`src/rtl/mips_pkg.sv`:
```
// rtl/mips_pkg.sv - shared types and constants for the fetch sequencer
//
// Purpose: FSM state encoding, next-PC select encoding, PC increment and
//          small helpers shared by pc_fetch_sequencer and pc_adder.
// Ports:   none (package).
package mips_pkg;

   localparam logic [31:0] PC_INC = 32'd4;

   typedef enum logic [1:0] {
      ST_BOOT = 2'd0,
      ST_RUN  = 2'd1,
      ST_WAIT = 2'd2,
      ST_HALT = 2'd3
   } fetch_state_e;

   typedef enum logic [2:0] {
      SEL_SEQ  = 3'd0,
      SEL_BR   = 3'd1,
      SEL_J    = 3'd2,
      SEL_JR   = 3'd3,
      SEL_HOLD = 3'd4
   } pc_sel_e;

   // Redirects win over Stall: once control flow is resolved the old
   // sequential path is dead, so holding it would only fetch garbage.
   function automatic pc_sel_e pick_pc_sel(input logic jump_reg,
                                           input logic jump,
                                           input logic branch_taken,
                                           input logic stall);
      pc_sel_e sel;
      if (jump_reg)          sel = SEL_JR;
      else if (jump)         sel = SEL_J;
      else if (branch_taken) sel = SEL_BR;
      else if (stall)        sel = SEL_HOLD;
      else                   sel = SEL_SEQ;
      return sel;
   endfunction

   function automatic logic [31:0] word_align(input logic [31:0] addr);
      return {addr[31:2], 2'b00};
   endfunction

endpackage

```
`src/rtl/pc_fetch_sequencer_pc_adder.sv`:
```
// rtl/pc_fetch_sequencer_pc_adder.sv - PCAdder, sequential next address
//
// Purpose: produces PC + PC_INC, wrapping modulo 2^32 with no carry out.
// Ports:   pc_i        current PC
//          pc_plus4_o  pc_i + 4
module pc_adder
   import mips_pkg::*;
(
   input  logic [31:0] pc_i,
   output logic [31:0] pc_plus4_o
);

   assign pc_plus4_o = pc_i + PC_INC;

endmodule

```
`src/rtl/pc_fetch_sequencer.sv`:
```
// rtl/pc_fetch_sequencer.sv - program counter owner and fetch sequencer
//
// Purpose: holds the PC, picks the next PC (seq / branch / jump / jr / hold),
//          waits on instruction memory, and sequences BOOT/RUN/WAIT/HALT.
// Ports:   Clk, Reset (async active-low)
//          Stall, BranchTaken/BranchTarget, Jump/JumpTarget,
//          JumpReg/RegTarget, Halt, IMemReady      control inputs
//          PCResult     registered PC
//          PCAddResult  PCResult + 4
//          FetchValid   PCResult is a live fetch request (RUN/WAIT)
//          Flush        pulse after a redirect edge
//          AlignErr     pulse after a redirect whose raw target was misaligned
//          Halted       FSM in HALT
module pc_fetch_sequencer
   import mips_pkg::*;
#(
   parameter logic [31:0] RESET_PC    = 32'h0000_0000,
   parameter int          BOOT_CYCLES = 2
)
(
   input  logic        Clk,
   input  logic        Reset,
   input  logic        Stall,
   input  logic        BranchTaken,
   input  logic [31:0] BranchTarget,
   input  logic        Jump,
   input  logic [31:0] JumpTarget,
   input  logic        JumpReg,
   input  logic [31:0] RegTarget,
   input  logic        Halt,
   input  logic        IMemReady,
   output logic [31:0] PCResult,
   output logic [31:0] PCAddResult,
   output logic        FetchValid,
   output logic        Flush,
   output logic        AlignErr,
   output logic        Halted
);

   localparam logic [31:0] RESET_PC_W = {RESET_PC[31:2], 2'b00};
   localparam logic [3:0]  BOOT_LAST  = 4'(BOOT_CYCLES);

   fetch_state_e state_q, state_d;
   logic [3:0]   boot_cnt_q, boot_cnt_d;
   logic [31:0]  pc_q, pc_d;
   logic         flush_q, flush_d;
   logic         align_err_q, align_err_d;

   logic [31:0]  pc_plus4;
   logic [31:0]  redirect_target;
   logic         redirect;
   logic         apply_sel;
   pc_sel_e      pc_sel;

   pc_adder u_pc_adder (
      .pc_i       (pc_q),
      .pc_plus4_o (pc_plus4)
   );

   always_comb begin
      pc_sel   = pick_pc_sel(JumpReg, Jump, BranchTaken, Stall);
      redirect = JumpReg | Jump | BranchTaken;
      case (pc_sel)
         SEL_JR:  redirect_target = RegTarget;
         SEL_J:   redirect_target = JumpTarget;
         default: redirect_target = BranchTarget;
      endcase
   end

   always_comb begin
      state_d     = state_q;
      boot_cnt_d  = boot_cnt_q;
      pc_d        = pc_q;
      flush_d     = 1'b0;
      align_err_d = 1'b0;
      apply_sel   = 1'b0;

      case (state_q)
         ST_BOOT: begin
            // The count reaches BOOT_LAST on the BOOT_CYCLES-th edge; the
            // following edge enters RUN.
            if (boot_cnt_q == BOOT_LAST) state_d = ST_RUN;
            else                         boot_cnt_d = boot_cnt_q + 4'd1;
         end
         ST_RUN: begin
            if (Halt)                         state_d = ST_HALT;
            else if (!IMemReady && !redirect) state_d = ST_WAIT;
            else                              apply_sel = 1'b1;
         end
         ST_WAIT: begin
            if (Halt) begin
               state_d = ST_HALT;
            end else if (redirect || IMemReady) begin
               // A redirect abandons the outstanding fetch without
               // waiting for memory to accept it.
               apply_sel = 1'b1;
               state_d   = ST_RUN;
            end
         end
         default: ;
      endcase

      if (apply_sel) begin
         case (pc_sel)
            SEL_SEQ:  pc_d = pc_plus4;
            SEL_HOLD: pc_d = pc_q;
            default: begin
               pc_d        = word_align(redirect_target);
               flush_d     = 1'b1;
               align_err_d = |redirect_target[1:0];
            end
         endcase
      end
   end

   always_ff @(posedge Clk or negedge Reset) begin
      if (!Reset) begin
         state_q     <= ST_BOOT;
         boot_cnt_q  <= 4'd0;
         pc_q        <= RESET_PC_W;
         flush_q     <= 1'b0;
         align_err_q <= 1'b0;
      end else begin
         state_q     <= state_d;
         boot_cnt_q  <= boot_cnt_d;
         pc_q        <= pc_d;
         flush_q     <= flush_d;
         align_err_q <= align_err_d;
      end
   end

   assign PCResult    = pc_q;
   assign PCAddResult = pc_plus4;
   assign FetchValid  = (state_q == ST_RUN) || (state_q == ST_WAIT);
   assign Halted      = (state_q == ST_HALT);
   assign Flush       = flush_q;
   assign AlignErr    = align_err_q;

endmodule

```
`config.mk`:
```
export PLATFORM = sky130hd
export DESIGN_NAME = pc_fetch_sequencer
export DESIGN_NICKNAME = d
export VERILOG_FILES = /design/src/rtl/mips_pkg.sv /design/src/rtl/pc_fetch_sequencer_pc_adder.sv /design/src/rtl/pc_fetch_sequencer.sv
export SDC_FILE = /design/constraint.sdc
export NUM_CORES = 1
export LEC_CHECK = 0
export ABC_AREA = 1
export CORE_AREA = 2 2 92 94
export DETAILED_ROUTE_END_ITERATION = 7
export DIE_AREA = 0 0 94 96
export HOLD_SLACK_MARGIN = 0.12
export PLACE_DENSITY_LB_ADDON = 0.25
export RECOVER_POWER = 25
export SLEW_MARGIN = 15
export SYNTH_ARGS = -nofsm -noshare
export SYNTH_HDL_FRONTEND = slang
export SYNTH_SLANG_ARGS = --single-unit
```
`constraint.sdc`:
```
create_clock -name Clk -period 2.9 [get_ports Clk]
set_input_delay 0.725 -clock Clk [delete_from_list [all_inputs] [get_ports Clk]]
set_output_delay 0.725 -clock Clk [all_outputs]
set_load 0.05 [all_outputs]
```
Word-level counts from Yosys, hierarchy flattened
Index checks and enable logic that the tools add are counted.
Cells by class
  add/sub/neg operators: 2
  equal/unequal tests: 10
  mux-type cells: 21
  bitwise logic cells: 4
  reductions and logical operators: 13
Operators with widths (number)
  32-bit case mux with 2 select lines: 2
  32-bit by 3-bit adder with 32-bit output (second input constant): 1
  3-bit two-way mux: 4
  2-bit two-way mux: 5
  1-bit two-way mux: 8
  3-bit by 2-bit equality test with 1-bit output (second input constant): 2
  3-bit != test (second input constant): 2
  2-bit case mux with 3 select lines: 1
  4-bit by 1-bit adder with 4-bit output (second input constant): 1
  2-bit equality test (second input constant): 2
  4-bit by 2-bit equality test with 1-bit output (second input constant): 1
  2-bit AND reduction: 2
  4-bit AND reduction: 1
  2-bit OR reduction: 2
  3-bit equality test (second input constant): 1
  3-bit zero test: 1
  3-bit nonzero test: 1
  2-bit by 1-bit equality test with 1-bit output (second input constant): 1
  1-bit zero test: 2
  2-bit zero test: 1
  1-bit logical OR: 2
  2-bit != test (second input constant): 1
  1-bit inverter: 2
  1-bit OR: 2
  other kinds (2): 2
Storage, ports and cells
  bits in registers: 40
  input bits: 104
  output and inout port bits: 68
  logic and storage cells: 55

Depth between registers and ports, before layout
Gate-level depths: netlist of the first run.
  depth in word-level cells: 9
  mapped depth: 13
  gate-level depth less buffers: 10

By module
From an unflattened synthesis of the first run, not the netlist that was laid out.
Second synthesis, totals
  cell total of the unflattened synthesis: 614
  area total of the unflattened synthesis: 3677.3 µm²
By module, submodules not included
  pc_fetch_sequencer: instances 1, cells each 437, area an instance 2767.7 µm², sequential area each 1001.0 µm²
  pc_adder: instances 1, cells each 177, area an instance 909.6 µm², sequential area each 0.0 µm²

Worst setup path after synthesis of the first run
Ideal clock, no wire load.
  path kind: flip-flop to output port
  start point: register pc_q[2], in the netlist PCResult[2]
  end point: output PCAddResult[21]
  arrival time: 2.001 ns
  data required time: 2.175 ns
  slack: 0.174 ns
  cell stages (with the launch flop): 7
  path buffers: 0
  cells stage by stage: dfrtp_1 -> inv_1 -> nor2_1 -> nand2_1 -> nor2_2 -> nand3_1 -> nand2_1
On the way
  cells in the longest elaborated chain, start to end: 1
Ends and longest elaborated chain
  start, declared: line pc_fetch_sequencer.sv:45  | logic [31:0] pc_q, pc_d;
  start signal, assigned: line pc_fetch_sequencer.sv:126  | pc_q <= pc_d;
  32-bit by 3-bit adder with 32-bit output: line pc_fetch_sequencer_pc_adder.sv:13  | assign pc_plus4_o = pc_i + PC_INC;
  end, declared: line pc_fetch_sequencer.sv:33  | output logic [31:0] PCAddResult,
Every way passes these cells.

Final worst setup path of the first run
  start point: register pc_q[4], in the netlist PCResult[4]
  end point: output PCAddResult[5]
The elaborated chain is that of the path after synthesis.

==> results of run 1 <==
## how the worst max path moves through the flow
stage | to | slack [ns] | depth (start not counted)
2_1_floorplan | PCAddResult[21] | 0.17 | 6
3_3_place_gp | PCResult[21] | 0.45 | 10
3_5_place_dp | PCAddResult[18] | 0.42 | 8
4_1_cts | PCAddResult[18] | 0.07 | 8
5_1_grt | PCAddResult[22] | 0.004 | 9
6_report | PCAddResult[5] | 0.11 | 4
## registers in the layout, indices dropped and copies added (netlist names)
name        count
PCResult       30
state_q         2
AlignErr        1
Flush           1
boot_cnt_q      4
## worst max-delay path, cell delays in order, from the launching register on
cell and delay (ns):
dfrtp_1 0.47, nand3_1 0.22, xor2_1 0.20, inv_1 0.07, clkdlybuf4s50_1 0.80
## stage by stage
step                      hold slack, ns  area, µm²
after floorplan                    0.429       3540
after global placement             0.514       5340
after detailed placement           0.531       5340
after CTS                          0.547       5450
after global routing               0.569       5460
final                              0.547       5460
## layer usage
| metal | wire length (µm) | GRT usage | part of all wire |
|---|---|---|---|
| met2 | 6390 | 0.527 | 0.52 |
| met4 | 209 | 0.0857 | 0.017 |
| met3 | 820 | 0.0501 | 0.066 |
| met5 | 0 | 0 | 0 |
| met1 | 4960 | 0.320 | 0.40 |
## cell type report
| class | instances | area (µm²) |
|---|---|---|
| Inverter | 57 | 214 |
| Timing Repair Buffer | 176 | 1830 |
| Sequential cell | 38 | 951 |
| Clock buffer | 7 | 76.3 |
| Clock inverter | 1 | 30.0 |
| Tap cell | 105 | 131 |
| Multi-Input combinational cell | 506 | 2230 |
| Fill cell | 733 | 2590 |
## cell families (layout without fill, tap and decap cells)
| logic type | Yosys count | in the layout | synth area share |
|---|---|---|---|
| flip-flops | 38 | 38 | 0.270 |
| buffers and inverters | 82 | 241 | 0.107 |
| adder cells (fa/ha/maj) | 7 | 7 | 0.0248 |
| XOR/XNOR | 10 | 10 | 0.0248 |
| AO/OA/AOI/OAI | 18 | 18 | 0.0259 |
| other | 1 | 4 | 0.00106 |
| AND/OR/NAND/NOR | 467 | 467 | 0.546 |
## what timing repair did
item                                   4_1_cts  5_1_grt
gates resized for setup                      0        4
endpoints found under the hold margin        0        0
setup endpoints to repair                    0        9
## cell usage after synthesis, types with 2 or more instances
| cell type | count | area (µm²) |
|---|---|---|
| buf_6 | 5 | 56.3 |
| clkbuf_1 | 6 | 22.5 |
| nor2_2 | 6 | 37.5 |
| inv_1 | 54 | 203 |
| xnor2_1 | 3 | 26.3 |
| nor2_1 | 84 | 315 |
| nand3b_1 | 2 | 15.0 |
| inv_2 | 3 | 11.3 |
| buf_2 | 8 | 40.0 |
| nand2_2 | 2 | 12.5 |
| nand2_1 | 286 | 1070 |
| ha_1 | 7 | 87.6 |
| xor2_1 | 7 | 61.3 |
| nand4_1 | 19 | 119 |
| dfrtp_1 | 38 | 951 |
| buf_4 | 6 | 45.0 |
| o21ai_0 | 15 | 75.1 |
| a21oi_1 | 2 | 10.0 |
| nand3_1 | 65 | 325 |
## layout by cell type, fill, tap and decap left out, types with 2 or more instances in the layout
master / instances
a21oi_1: 2
buf_12: 13
buf_4: 22
clkbuf_1: 3
clkbuf_8: 5
clkdlybuf4s50_1: 140
conb_1: 4
dfrtp_1: 38
ha_1: 7
inv_1: 54
inv_2: 3
nand2_1: 285
nand2_2: 3
nand3_1: 64
nand3b_1: 2
nand4_1: 19
nor2_1: 80
nor2_2: 10
o21ai_0: 15
xnor2_1: 3
xor2_1: 7
## report_power, final
part	switching (µW)	internal (µW)	total, µW
Sequential	332	736	1070
Combinational	2330	1230	3570
Clock	201	258	458
Total	2860	2230	5090
==> summary.md, run 1 <==
| Metric | Value |
|---|---|
| Crit path time final | `2.79 ns` |
| Peak supply drop | `0.575 mV` |
| Worst hold path class | `flip-flop to flip-flop` |
| Asr flop ratio synth | `1.00` |
| Worst hold path startpoint | `boot_cnt_q[3]` |
| Failing checks | `capacitance limit, slew limit` |
| Worst hold path endpoint | `boot_cnt_q[3]` |
| Leak | `0.00258 µW` |
| Core area | `8050 µm²` |
| Dpl cells | `882` |
| Area added between synthesis and finish | `54.8%` |
| Post-Place Setup Slack | `0.424 ns` |
| Avg Inst Size Synth | `5.66 µm²` |
| Wire per inst | `13.9 µm` |
| CP Capture Type | `primary output` |
| Crit Path Class | `flip-flop to primary output` |
| Initial DRC count | `261` |
| FF-to-FF End | `PCResult[12]` |
| Die area | `9020 µm²` |
| Crit Path Max Fanout | `7` |
| Cell Area, Synth | `3530 µm²` |
| Die height | `96 µm` |
| GRT Util Overall | `0.279` |
| Detail Placement HPWL | `9710 µm` |
| Status | `finished with violations` |
| Pwr dens | `933 nW/µm²` |
| Share of cells above drive strength 1 | `0.0777` |
| Endpoints failing setup | `0` |
| Overflow left after global routing | `0` |
| Ys Warns | `0` |
| CTS max path bufs | `2` |
| Total CTS buffers | `5` |
| Routed WL | `12400 µm` |
| Hold Violations, Final | `0` |
| Final #Nets | `895` |
| Slew headroom | `-0.476` |
| Unrepaired setup endpoints after global routing | `no` |
| Max_cap viols | `1` |
| Pin count of the biggest net entering global routing | `48` |
| Number of global-route vias before repair | `4314` |
| Crit path launch type | `flip-flop` |
| Post-synth EDFFs | `0` |
| Worst slew pin tran | `2.21 ns` |
| Post-CTS Hold Buffers | `0` |
| TNS Setup | `0 ns` |
| Placer Congestion | `0.899` |
| Input/output buffers | `167` |
| Seq cells post-synth | `38` |
| R2r setup slk | `0.99 ns` |
| Clock sink total | `38` |
| Final core utilization | `0.678` |
| Io pins | `172` |
| Final Max Tran Viols | `39` |
| Required @ worst endpoint | `2.17 ns` |
| Initial antenna violation count | `0` |
| Initial Util | `0.438` |
| Chip Width | `94 µm` |
| Via count | `4481` |
| Period utilization | `0.961` |
| Register area share after synthesis | `0.270` |
| CTS tree | `done` |
| Setup Skew | `0.00331 ns` |
| Root Buffer | `clkbuf_8` |
| Site Rows | `33` |
| Htree depth | `2` |
| Max Freq | `359 MHz` |
| Post-route setup slack | `0.113 ns` |
| Ant. Diodes | `0` |
| Residual DRC count | `0` |
| Vias per cell | `5.03` |
| Pre-antenna DRT Iters | `6` |
| Total power | `5090 µW` |
| Main synth FF type | `dfrtp_1` |
| R2R depth | `8` |
| Post-CTS Repair Setup Buffers | `0` |
| First-pass GRT wire length | `19700 µm` |
| R2R Path Start | `state_q[1]` |
| CTS clock-pin slew for the worst setup and hold paths | `0.08 ns` |
| Synth unique cells | `24` |
| Antenna Violating Nets Remaining | `0` |
| Clk Latency, worst-skew pair | `0.30 ns` |
| Fin cells | `890` |
| Cells after Synth | `623` |
| Setup crit start | `PCResult[4]` |
| Hold Path Stages | `2` |
| Worst Path Arrival | `2.06 ns` |
Power figures use the tool's default switching activity.
==> inputs of run 2 (changes only) <==
--- a/config.mk
+++ b/config.mk
@@ -6,13 +6,15 @@
 export NUM_CORES = 1
 export LEC_CHECK = 0
 export ABC_AREA = 1
-export CORE_AREA = 2 2 92 94
+export CORE_AREA = 2 2 97 99
+export CTS_CLUSTER_SIZE = 12
 export DETAILED_ROUTE_END_ITERATION = 7
-export DIE_AREA = 0 0 94 96
+export DIE_AREA = 0 0 99 101
 export HOLD_SLACK_MARGIN = 0.12
 export PLACE_DENSITY_LB_ADDON = 0.25
 export RECOVER_POWER = 25
 export SLEW_MARGIN = 15
 export SYNTH_ARGS = -nofsm -noshare
 export SYNTH_HDL_FRONTEND = slang
+export SYNTH_HIERARCHICAL = 1
 export SYNTH_SLANG_ARGS = --single-unit
==> constraint.sdc (replaced) <==
create_clock -name Clk -period 2.6 [get_ports Clk]
set_input_delay 0.65 -clock Clk [delete_from_list [all_inputs] [get_ports Clk]]
set_output_delay 0.65 -clock Clk [all_outputs]
set_load 0.05 [all_outputs]
==> run 2 against run 1 <==
The flow now finishes without violations. Sequential power up 11%. Final cell count is 0.56% higher. First-iteration DRC count decreased by 9.2%. Clock skew is 0.0015 ns higher. Non-clock buffer count rose by 13. Routed wire length shrank 1.7%. Via count decreased by 2.2%. Critical path depth up 4. Register-to-register slack lost 0.47 ns. Critical path type unchanged. Largest power group unchanged. Highest routed layer unchanged.
==> summary.md, run 2 <==
| Metric | Value |
|---|---|
| Pwr dens | `954 nW/µm² (+2.3%)` |
| Crit path launch type | `flip-flop` |
| Detail Placement HPWL | `9470 µm (-2.6%)` |
| Site Rows | `35 (+6.1%)` |
| Die height | `101 µm (+5.2%)` |
| Setup Skew | `0.00477 ns (+0.00146 ns)` |
| Slowest CP cell | `dfrtp_1` |
| Number of global-route vias before repair | `4425 (+2.6%)` |
| Die area | `10000 µm² (+11%)` |
| Root Buffer | `clkbuf_8` |
| Total CTS buffers | `5 (unchanged)` |
| Synth top cells by count | `nand2_1, nand3_1, dfrtp_1` |
| Asr flop ratio synth | `1.00 (unchanged)` |
| R2r setup slk | `0.52 ns (-0.47 ns)` |
| FF-to-FF End | `PCResult[8]` |
| CP Buf/Inv Count | `2 (unchanged)` |
| Commonest non-fill, non-tap cell in the layout | `nand2_1` |
| CTS max path bufs | `2 (unchanged)` |
| CTS tree | `done` |
| Fillers | `797 (+8.7%)` |
| Synth unique cells | `29 (+21%)` |
| CP Capture Type | `primary output` |
| Via count | `4381 (-2.2%)` |
| Leak | `0.00291 µW (+13%)` |
| Unrepaired setup endpoints after global routing | `yes` |
| Cells after Synth | `614 (-1.4%)` |
| Synth Area in Simple Gates | `0.579 (+0.0323)` |
| Antenna Violating Nets Remaining | `0 (unchanged)` |
| R2R Path Start | `state_q[0]` |
| Endpoints failing setup | `0 (unchanged)` |
| Syn_nets | `725` |
| Hold Violations, Final | `0 (unchanged)` |
| Most frequent cells in the layout | `nand2_1, clkdlybuf4s50_1, nand3_1` |
| Period utilization | `0.982` |
| Cell Area, Synth | `3680 µm² (+4.3%)` |
| Wire per inst | `13.6 µm (-2.2%)` |
| Required @ worst endpoint | `1.95 ns (-0.22 ns)` |
| Hold Path Stages | `1 (-1)` |
| Clk Latency, worst-skew pair | `0.30 ns (about the same)` |
| Main synth FF type | `dfrtp_1` |
| Worst hold path class | `flip-flop to flip-flop` |
| Worst slew pin tran | `1.05 ns (-1.17 ns)` |
| Fin area | `6010 µm² (+10%)` |
| Residual DRC count | `0 (unchanged)` |
| Initial Util | `0.410 (-0.0283)` |
| Peak supply drop | `0.783 mV (+36%)` |
| Area added between synthesis and finish | `63.3%` |
| Register area share after synthesis | `0.272 (+0.00251)` |
| Crit-path leading delay family | `simple AND/OR/NAND/NOR gates` |
| Synth area leader | `nand2_1` |
| First-pass GRT wire length | `20300 µm (+3.0%)` |
| Met3 WL post-DR | `680 µm (-17%)` |
| Post-synth EDFFs | `0 (unchanged)` |
| Crit path cell chain | `ha_2 > nand2_1 > nor2_4 > nand2_4 > nor2_4 > buf_4 > xor2_4 > buf_12` |
| Most common cell in the netlist | `nand2_1` |
| Post-CTS Hold Buffers | `0 (unchanged)` |
| Max FFs per register | `32 (+6.7%)` |
| Max Freq | `392 MHz` |
| Initial antenna violation count | `0 (unchanged)` |
| Pre-antenna DRT Iters | `4 (-2)` |
| Final #Nets | `894 (-0.11%)` |
| Placer Congestion | `0.942 (+4.8%)` |
| Max_cap viols | `0 (-1)` |
| Vias per cell | `4.89 (-2.8%)` |
| Mux cell area share after synthesis | `0 (unchanged)` |
| GRT Util Overall | `0.246 (-0.0331)` |
| Adder-Cell Fraction of Synth Area | `0.0238 (-0.00102)` |
| Fin cells | `895 (+0.56%)` |
| Worst hold path startpoint | `boot_cnt_q[2]` |
| Main combinational cell family by area after synthesis | `simple AND/OR/NAND/NOR gates` |
| CTS clock-pin slew for the worst setup and hold paths | `0.08 ns (about the same)` |
| Io pins | `172 (unchanged)` |
| Hold_ws | `0.518 ns (-0.0290 ns)` |
| Max incr delay on CP | `0.38 ns (-0.42 ns)` |
| Ant. Diodes | `0 (unchanged)` |
| Status | `completed` |
| Share of cells above drive strength 1 | `0.140 (+0.0626)` |
| Ys Warns | `6 (+6)` |
| Overflow left after global routing | `0 (unchanged)` |
| Clock sink total | `40 (+5.3%)` |
| Total power | `5730 µW (+13%)` |
| DP Area | `5850 µm² (+9.5%)` |
| Met2 Wirelength | `6420 µm (+0.50%)` |
| Xor/xnor cell area share of the yosys netlist | `0.0449 (+0.0201)` |
| TNS Setup | `0 ns (unchanged)` |
| Area share of the largest cell type after synthesis | `0.345 (+0.0405)` |
| Slew headroom | `0.302 (+0.778)` |
| Input/output buffers | `171 (+2.4%)` |
| Worst hold path endpoint | `boot_cnt_q[2]` |
| Dpl cells | `883 (+0.11%)` |
| Worst Path Arrival | `1.90 ns (-0.16 ns)` |
| Area contributors post-synth | `nand2_1, dfrtp_1, nand3_1` |
| Routed WL | `12200 µm (-1.7%)` |
| Compound-Gate Fraction of Synth Area | `0.00885 (-0.0171)` |
| Pin count of the biggest net entering global routing | `41 (-15%)` |
| Avg Inst Size Synth | `5.99 µm² (+5.8%)` |
| Crit path time final | `2.55 ns` |
| R2R depth | `8 (unchanged)` |
| Chip Width | `99 µm (+5.3%)` |
| Top routing layer in use | `met4` |
| Met1 wire length | `4900 µm (-1.1%)` |
| Most frequent CP cell | `nor2_4` |
| Final Max Tran Viols | `0 (-100%)` |
| Crit Path Class | `flip-flop to primary output` |
| Seq cells post-synth | `40 (+5.3%)` |
| Core area | `8980 µm² (+11%)` |
| Initial DRC count | `237 (-9.2%)` |
| Htree depth | `2 (unchanged)` |
| Crit Path Max Fanout | `5 (-2)` |
## run 2: repair_timing
action	CTS	global route
pin swaps	2	1
buffers inserted	1	3
endpoints found under the setup margin	7	17
resized for setup	2	11
endpoints found under the hold margin	0	0
## run 2: layout make-up
cell class | instances | area [µm²] | area share
Clock buffer | 6 | 82.6 | 0.0138
Inverter | 28 | 109 | 0.0181
Timing Repair Buffer | 189 | 2080 | 0.347
Multi-Input combinational cell | 519 | 2570 | 0.428
Sequential cell | 40 | 1010 | 0.169
Clock inverter | 2 | 10.0 | 0.00167
Tap cell | 111 | 139 | 0.0231
## run 2: worst max-delay path by stage
stage | startpoint | slack, ns | cells past startpoint | to
3_3_place_gp | JumpReg | -0.02 | 7 | PCResult[10]
2_1_floorplan | PCResult[2] | -0.05 | 3 | PCAddResult[5]
6_report | PCResult[3] | 0.05 | 8 | PCAddResult[18]
3_5_place_dp | JumpReg | -0.12 | 7 | PCResult[20]
4_1_cts | PCResult[2] | 0.02 | 9 | PCAddResult[22]
5_1_grt | PCResult[3] | -0.04 | 8 | PCAddResult[18]
## run 2: cells by family (layout without fill, tap and decap cells)
logic type,Yosys count,after routing
AND/OR/NAND/NOR,488,488
buffers and inverters,55,225
flip-flops,40,40
XOR/XNOR,18,18
adder cells (fa/ha/maj),7,7
AO/OA/AOI/OAI,6,6
## run 2: report_power, final
part           switching, µW  internal (µW)
clock network            235            212
registers                347            848
logic                   2510           1580
## run 2: routing by layer
metal / up-vias / track usage
li1: 2238 / -
met1: 1994 / 0.286
met2: 136 / 0.468
met3: 13 / 0.0451
met4: 0 / 0.0548
met5: - / 0
## run 2: worst reg2reg max path: cells and delay by family, from the launching register on
kind          cells  cell delay (ns)
fa+ha+maj         1             0.33
flops             1             0.40
simple gates      5             1.14
buf+inv           2             0.15
## run 2: per-stage QoR
stage,setup slack [ns],utilization
finish,0.0477,0.669
global route,-0.0436,0.669
CTS,0.0179,0.664
detailed placement,-0.116,0.652
global placement,-0.0249,0.652
floorplan,-0.0455,-
==> inputs of run 3 (changes only) <==
--- a/config.mk
+++ b/config.mk
@@ -6,13 +6,15 @@
 export NUM_CORES = 1
 export LEC_CHECK = 0
 export ABC_AREA = 1
-export CORE_AREA = 2 2 97 99
+export CORE_AREA = 2 2 80 120
+export CTS_BUF_LIST = sky130_fd_sc_hd__clkbuf_16
 export CTS_CLUSTER_SIZE = 12
 export DETAILED_ROUTE_END_ITERATION = 7
-export DIE_AREA = 0 0 99 101
+export DIE_AREA = 0 0 82 122
 export HOLD_SLACK_MARGIN = 0.12
 export PLACE_DENSITY_LB_ADDON = 0.25
 export RECOVER_POWER = 25
+export SKIP_CTS_REPAIR_TIMING = 1
 export SLEW_MARGIN = 15
 export SYNTH_ARGS = -nofsm -noshare
 export SYNTH_HDL_FRONTEND = slang
==> run 3 against run 2 <==
Routed wire length rose by 8.2%. Die area is essentially flat. Sequential share of layout area down 0.21 points. Clock-buffer cell count down 1. Flip-flop and latch count stayed put. Cell area up 1.2%. Fmax is 0.92% lower. Clock power grew 32%. Hold slack improved by 0.0017 ns. Critical endpoint is now PCAddResult[19]. Largest cell class unchanged.
==> summary.md, run 3 (same netlist as run 2, synthesis figures left out) <==
| Metric | Value |
|---|---|
| Status | `completed` |
| CP Capture Type | `primary output` |
| Die height | `122 µm (+21%)` |
| Setup Skew | `0.00467 ns (-0.000100 ns)` |
| Final #Nets | `890 (-0.45%)` |
| Total power | `5940 µW (+3.6%)` |
| Max_cap viols | `0 (unchanged)` |
| Input/output buffers | `171 (unchanged)` |
| Area added between synthesis and finish | `65.4%` |
| Initial DRC count | `295 (+24%)` |
| Crit Path Max Fanout | `6 (+1)` |
| Crit path cell chain | `nand2_1 > nor2_2 > nand3b_1 > o21ai_0 > nand2_1 > buf_12` |
| Max incr delay on CP | `0.45 ns (+0.07 ns)` |
| Pwr dens | `976 nW/µm² (+2.3%)` |
| Io pins | `172 (unchanged)` |
| Wire per inst | `14.8 µm (+8.6%)` |
| Post-Place Setup Slack | `0.235 ns (+0.350 ns)` |
| Vias per cell | `5.06 (+3.3%)` |
| Peak supply drop | `0.812 mV (+3.7%)` |
| Crit path time final | `2.58 ns (+0.0236 ns)` |
| Antenna Violating Nets Remaining | `0 (unchanged)` |
| Slew headroom | `0.290 (-0.0114)` |
| Max FFs per register | `32 (unchanged)` |
| Max Freq | `388 MHz (-0.92%)` |
| Detail Placement HPWL | `10100 µm (+7.2%)` |
| Hold_ws | `0.520 ns (+0.00165 ns)` |
| Overflow left after global routing | `0 (unchanged)` |
| Pin count of the biggest net entering global routing | `41 (unchanged)` |
| Crit path launch type | `flip-flop` |
| Crit Path Class | `flip-flop to primary output` |
| Hold Violations, Final | `0 (unchanged)` |
| First-pass GRT wire length | `20800 µm (+2.3%)` |
| Core area | `9040 µm² (+0.68%)` |
| Routed WL | `13200 µm (+8.2%)` |
| CTS tree | `done` |
| Fillers | `784 (-1.6%)` |
| Worst slew pin tran | `1.06 ns (+0.0172 ns)` |
| Endpoints failing setup | `0 (unchanged)` |
| Placer Congestion | `0.914 (-2.9%)` |
| Initial antenna violation count | `0 (unchanged)` |
| Commonest non-fill, non-tap cell in the layout | `nand2_1` |
| Required @ worst endpoint | `1.95 ns (about the same)` |
| Number of global-route vias before repair | `4576 (+3.4%)` |
| Root Buffer | `clkbuf_16` |
| CTS max path bufs | `2 (unchanged)` |
| GRT Util Overall | `0.267 (+0.0209)` |
| Die area | `10000 µm² (about the same)` |
| Ant. Diodes | `0 (unchanged)` |
| Slowest CP cell | `dfrtp_1` |
| Clock sink total | `40 (unchanged)` |
| Worst Path Arrival | `1.93 ns (+0.03 ns)` |
| Pre-antenna DRT Iters | `4 (unchanged)` |
| Share of cells above drive strength 1 | `0.133 (-0.00697)` |
| Unrepaired setup endpoints after global routing | `yes` |
| Post-route setup slack | `0.0240 ns (-0.0236 ns)` |
| Chip Width | `82 µm (-17%)` |
| Worst hold path class | `flip-flop to flip-flop` |
| Via count | `4510 (+2.9%)` |
| Htree depth | `2 (unchanged)` |
| Final Max Tran Viols | `0 (unchanged)` |
| Most frequent CP cell | `nand2_1` |
| Initial Util | `0.407 (-0.00278)` |
| Clk Latency, worst-skew pair | `0.29 ns (about the same)` |
| Most frequent cells in the layout | `nand2_1, clkdlybuf4s50_1, nand3_1` |
| Period utilization | `0.991 (+0.00910)` |
| Total CTS buffers | `5 (unchanged)` |
| Leak | `0.00294 µW (+0.89%)` |
| Residual DRC count | `0 (unchanged)` |
| CTS clock-pin slew for the worst setup and hold paths | `0.06 ns (-0.02 ns)` |
| Site Rows | `43 (+23%)` |
## run 3: final timing paths
| check | start | end | slack, ns | depth (start not counted) |
|---|---|---|---|---|
| worst max-delay path | PCResult[5] | PCAddResult[19] | 0.02 | 6 |
| worst min-delay path | boot_cnt_q[2] | boot_cnt_q[2] | 0.52 | 1 |
| worst max register to register | PCResult[5] | PCResult[19] | 0.76 | 9 |
| worst min register to register | boot_cnt_q[2] | boot_cnt_q[2] | 0.52 | 1 |
| max in group asynchronous | Reset | PCResult[2] | 1.33 | 1 |
| min in group asynchronous | Reset | PCResult[7] | 0.55 | 1 |
## run 3: cell type report
type / instances / area (µm²) / area share
clock buffer: 5 / 125 / 0.0206
clock inverter: 3 / 11.3 / 0.00185
inverter: 28 / 109 / 0.0179
multi-input combinational: 519 / 2590 / 0.426
sequential: 40 / 1010 / 0.166
tap: 112 / 140 / 0.0230
timing repair buffer: 185 / 2090 / 0.344
## run 3: through the flow
| step | utilization | TNS, ns | instance area, µm² | std cells |
|---|---|---|---|---|
| finish | 0.673 | 0 | 6080 | 892 |
| global route | 0.673 | -0.0845 | 6080 | 892 |
| CTS | 0.664 | -0.135 | 6000 | 890 |
| detailed placement | 0.649 | 0 | 5860 | 882 |
| global placement | 0.649 | 0 | 5860 | 882 |
| floorplan | - | -0.0585 | 3820 | 614 |
## run 3: worst max-delay path, delay by kind of cell (launching register included)
kind	cells	cell delay [ns]
AND/OR/NAND/NOR	4	0.76
flip-flops	1	0.45
AO/OA/AOI/OAI	1	0.23
buffers and inverters	1	0.19
## run 3: metal layers
| layer | share of wire | global-route usage |
|---|---|---|
| met1 | 0.36 | 0.282 |
| met2 | 0.54 | 0.497 |
| met3 | 0.056 | 0.0422 |
| met4 | 0.039 | 0.129 |
| met5 | 0 | 0 |
## run 3: report_power, final
| group | internal [µW] | leakage [µW] | total [µW] | switching, µW |
|---|---|---|---|---|
| Combinational | 1580 | 0.00236 | 4120 | 2530 |
| Clock | 345 | 0.0000738 | 591 | 246 |
| Sequential | 850 | 0.000504 | 1230 | 380 |
| Total | 2780 | 0.00294 | 5940 | 3160 |
==> edit (flow settings as in run 2) <==
Register the input `RegTarget` before use, without a reset. The logic sees it one clock later. The other inputs are not delayed to match.
--- a/src/rtl/pc_fetch_sequencer.sv
+++ b/src/rtl/pc_fetch_sequencer.sv
@@ -42,2 +42,8 @@
 
+   logic [31:0] RegTarget_q;
+
+   always_ff @(posedge Clk) begin
+      RegTarget_q <= RegTarget;
+   end
+
    fetch_state_e state_q, state_d;
@@ -63,3 +69,3 @@
       case (pc_sel)
-         SEL_JR:  redirect_target = RegTarget;
+         SEL_JR:  redirect_target = RegTarget_q;
          SEL_J:   redirect_target = JumpTarget;
Behaviour: not the same (a bounded check fails within 10 cycles, from zero or initial values and one cycle with Reset low).
==> edit against run 2 <==
- the run now ends with capacitance limit, slew limit, setup timing left
- sequential cell count grew 32
- area after synthesis grew 17%
- utilization grew 10 points
- clock power grew 94%
- cell count grew 5.4%
- cell area grew 15%
- routed wire length grew 17%
- sequential power grew 54%
- largest cell class unchanged
- critical endpoint is now PCAddResult[16]
- register-to-register slack gained 0.28 ns
- total power grew 22%
- highest routed layer unchanged
- setup slack lost 0.057 ns
- synthesized cell count grew 5.4%
==> edit: results (changes against run 2) <==
Global Route met2 Usage=0.495 (+0.0265); WL met2=7490 um (+17%); Setup Fix Bufs, Post-CTS=3 (+2); Placed Cells=914 (+3.5%); Place WS=0.106 ns (+0.221 ns); layout cells sized above 1=0.168 (+0.0280); first-pass GRT wire length=21900 um (+7.9%); post-cts resize count=8 (+6); Pre-antenna DRT Iters=6 (+2); setup tns final=-0.00888 ns (-0.00888 ns); Detailed Route WL=14300 um (+17%); maximum VDD drop=0.000930 V (+19%); post-route insts no fill=943 (+5.4%); run status=finished, violations left; met3 routed WL=981 um (+44%); routability cong.=0.947 (+0.57%); largest net degree at the start of global routing=35 (-15%); PnR worst setup slack=-0.00888 ns (-0.0566 ns); number of global-route vias before repair=4710 (+6.4%); Yosys cell types=30 (+3.4%); post-DP HPWL=10600 um (+12%); failing checks=capacitance limit, slew limit, setup timing; Slew Viols, Final=35 (+35); routing usage on met1=0.323 (+0.0375); DR vias=4910 (+12%); max_cap viols=1 (+1); number of fill cells=655 (-18%); final setup violation count=1 (+1); post-synthesis cell count=647 (+5.4%); met3 Use GR=0.0444 (-0.000693); Post-synth top cells=337 x nand2_1, 76 x nand3_1, 40 x dfrtp_1, 40 x nor2_1, 32 x dfxtp_1
edit: cells by family after synthesis:
| logic type | after synthesis | synth area share |
|---|---|---|
| buffers and inverters | 57 | 0.0586 |
| DFF | 72 | 0.383 |
| xor gates and xnor gates | 18 | 0.0385 |
| AOI/OAI and AO/OA | 7 | 0.0102 |
| adders and majority gates | 8 | 0.0233 |
| and+or+nand+nor | 485 | 0.487 |
edit: where the power goes:
| part | internal, mW | leakage [nW] | total, mW | switching [mW] |
|---|---|---|---|---|
| Sequential | 1.41 | 0.763 | 1.83 | 0.421 |
| Combinational | 1.68 | 2.39 | 4.32 | 2.64 |
| Clock | 0.411 | 0.0994 | 0.868 | 0.457 |
edit: final cells by class:
type                            count  area share
Clock buffer                       11      0.0221
Timing Repair Buffer              196       0.312
Clock inverter                      5     0.00544
Inverter                           30      0.0172
Tap cell                          111      0.0201
Sequential cell                    72       0.240
Multi-Input combinational cell    518       0.383
edit: stage by stage:
stage | util | instance area [sq um] | hold slack, ns
5_1_grt | 0.769 | 6900 | 0.510
3_3_place_gp | 0.723 | 6490 | 0.459
3_5_place_dp | 0.723 | 6490 | 0.466
2_1_floorplan | - | 4430 | 0.354
4_1_cts | 0.750 | 6730 | 0.398
6_report | 0.769 | 6900 | 0.477
edit: final timing paths:
check,endpoint,start
setup / recovery,PCAddResult[16],PCResult[3]$_DFFE_PN0P_
hold / removal,boot_cnt_q[3]$_DFFE_PN0P_,boot_cnt_q[3]$_DFFE_PN0P_
setup reg to reg,PCResult[11]$_DFFE_PN0P_,state_q[1]$_DFFE_PN0P_
hold reg to reg,boot_cnt_q[3]$_DFFE_PN0P_,boot_cnt_q[3]$_DFFE_PN0P_
max in group asynchronous,PCResult[12]$_DFFE_PN0P_,Reset
min in group asynchronous,boot_cnt_q[0]$_DFFE_PN0P_,Reset
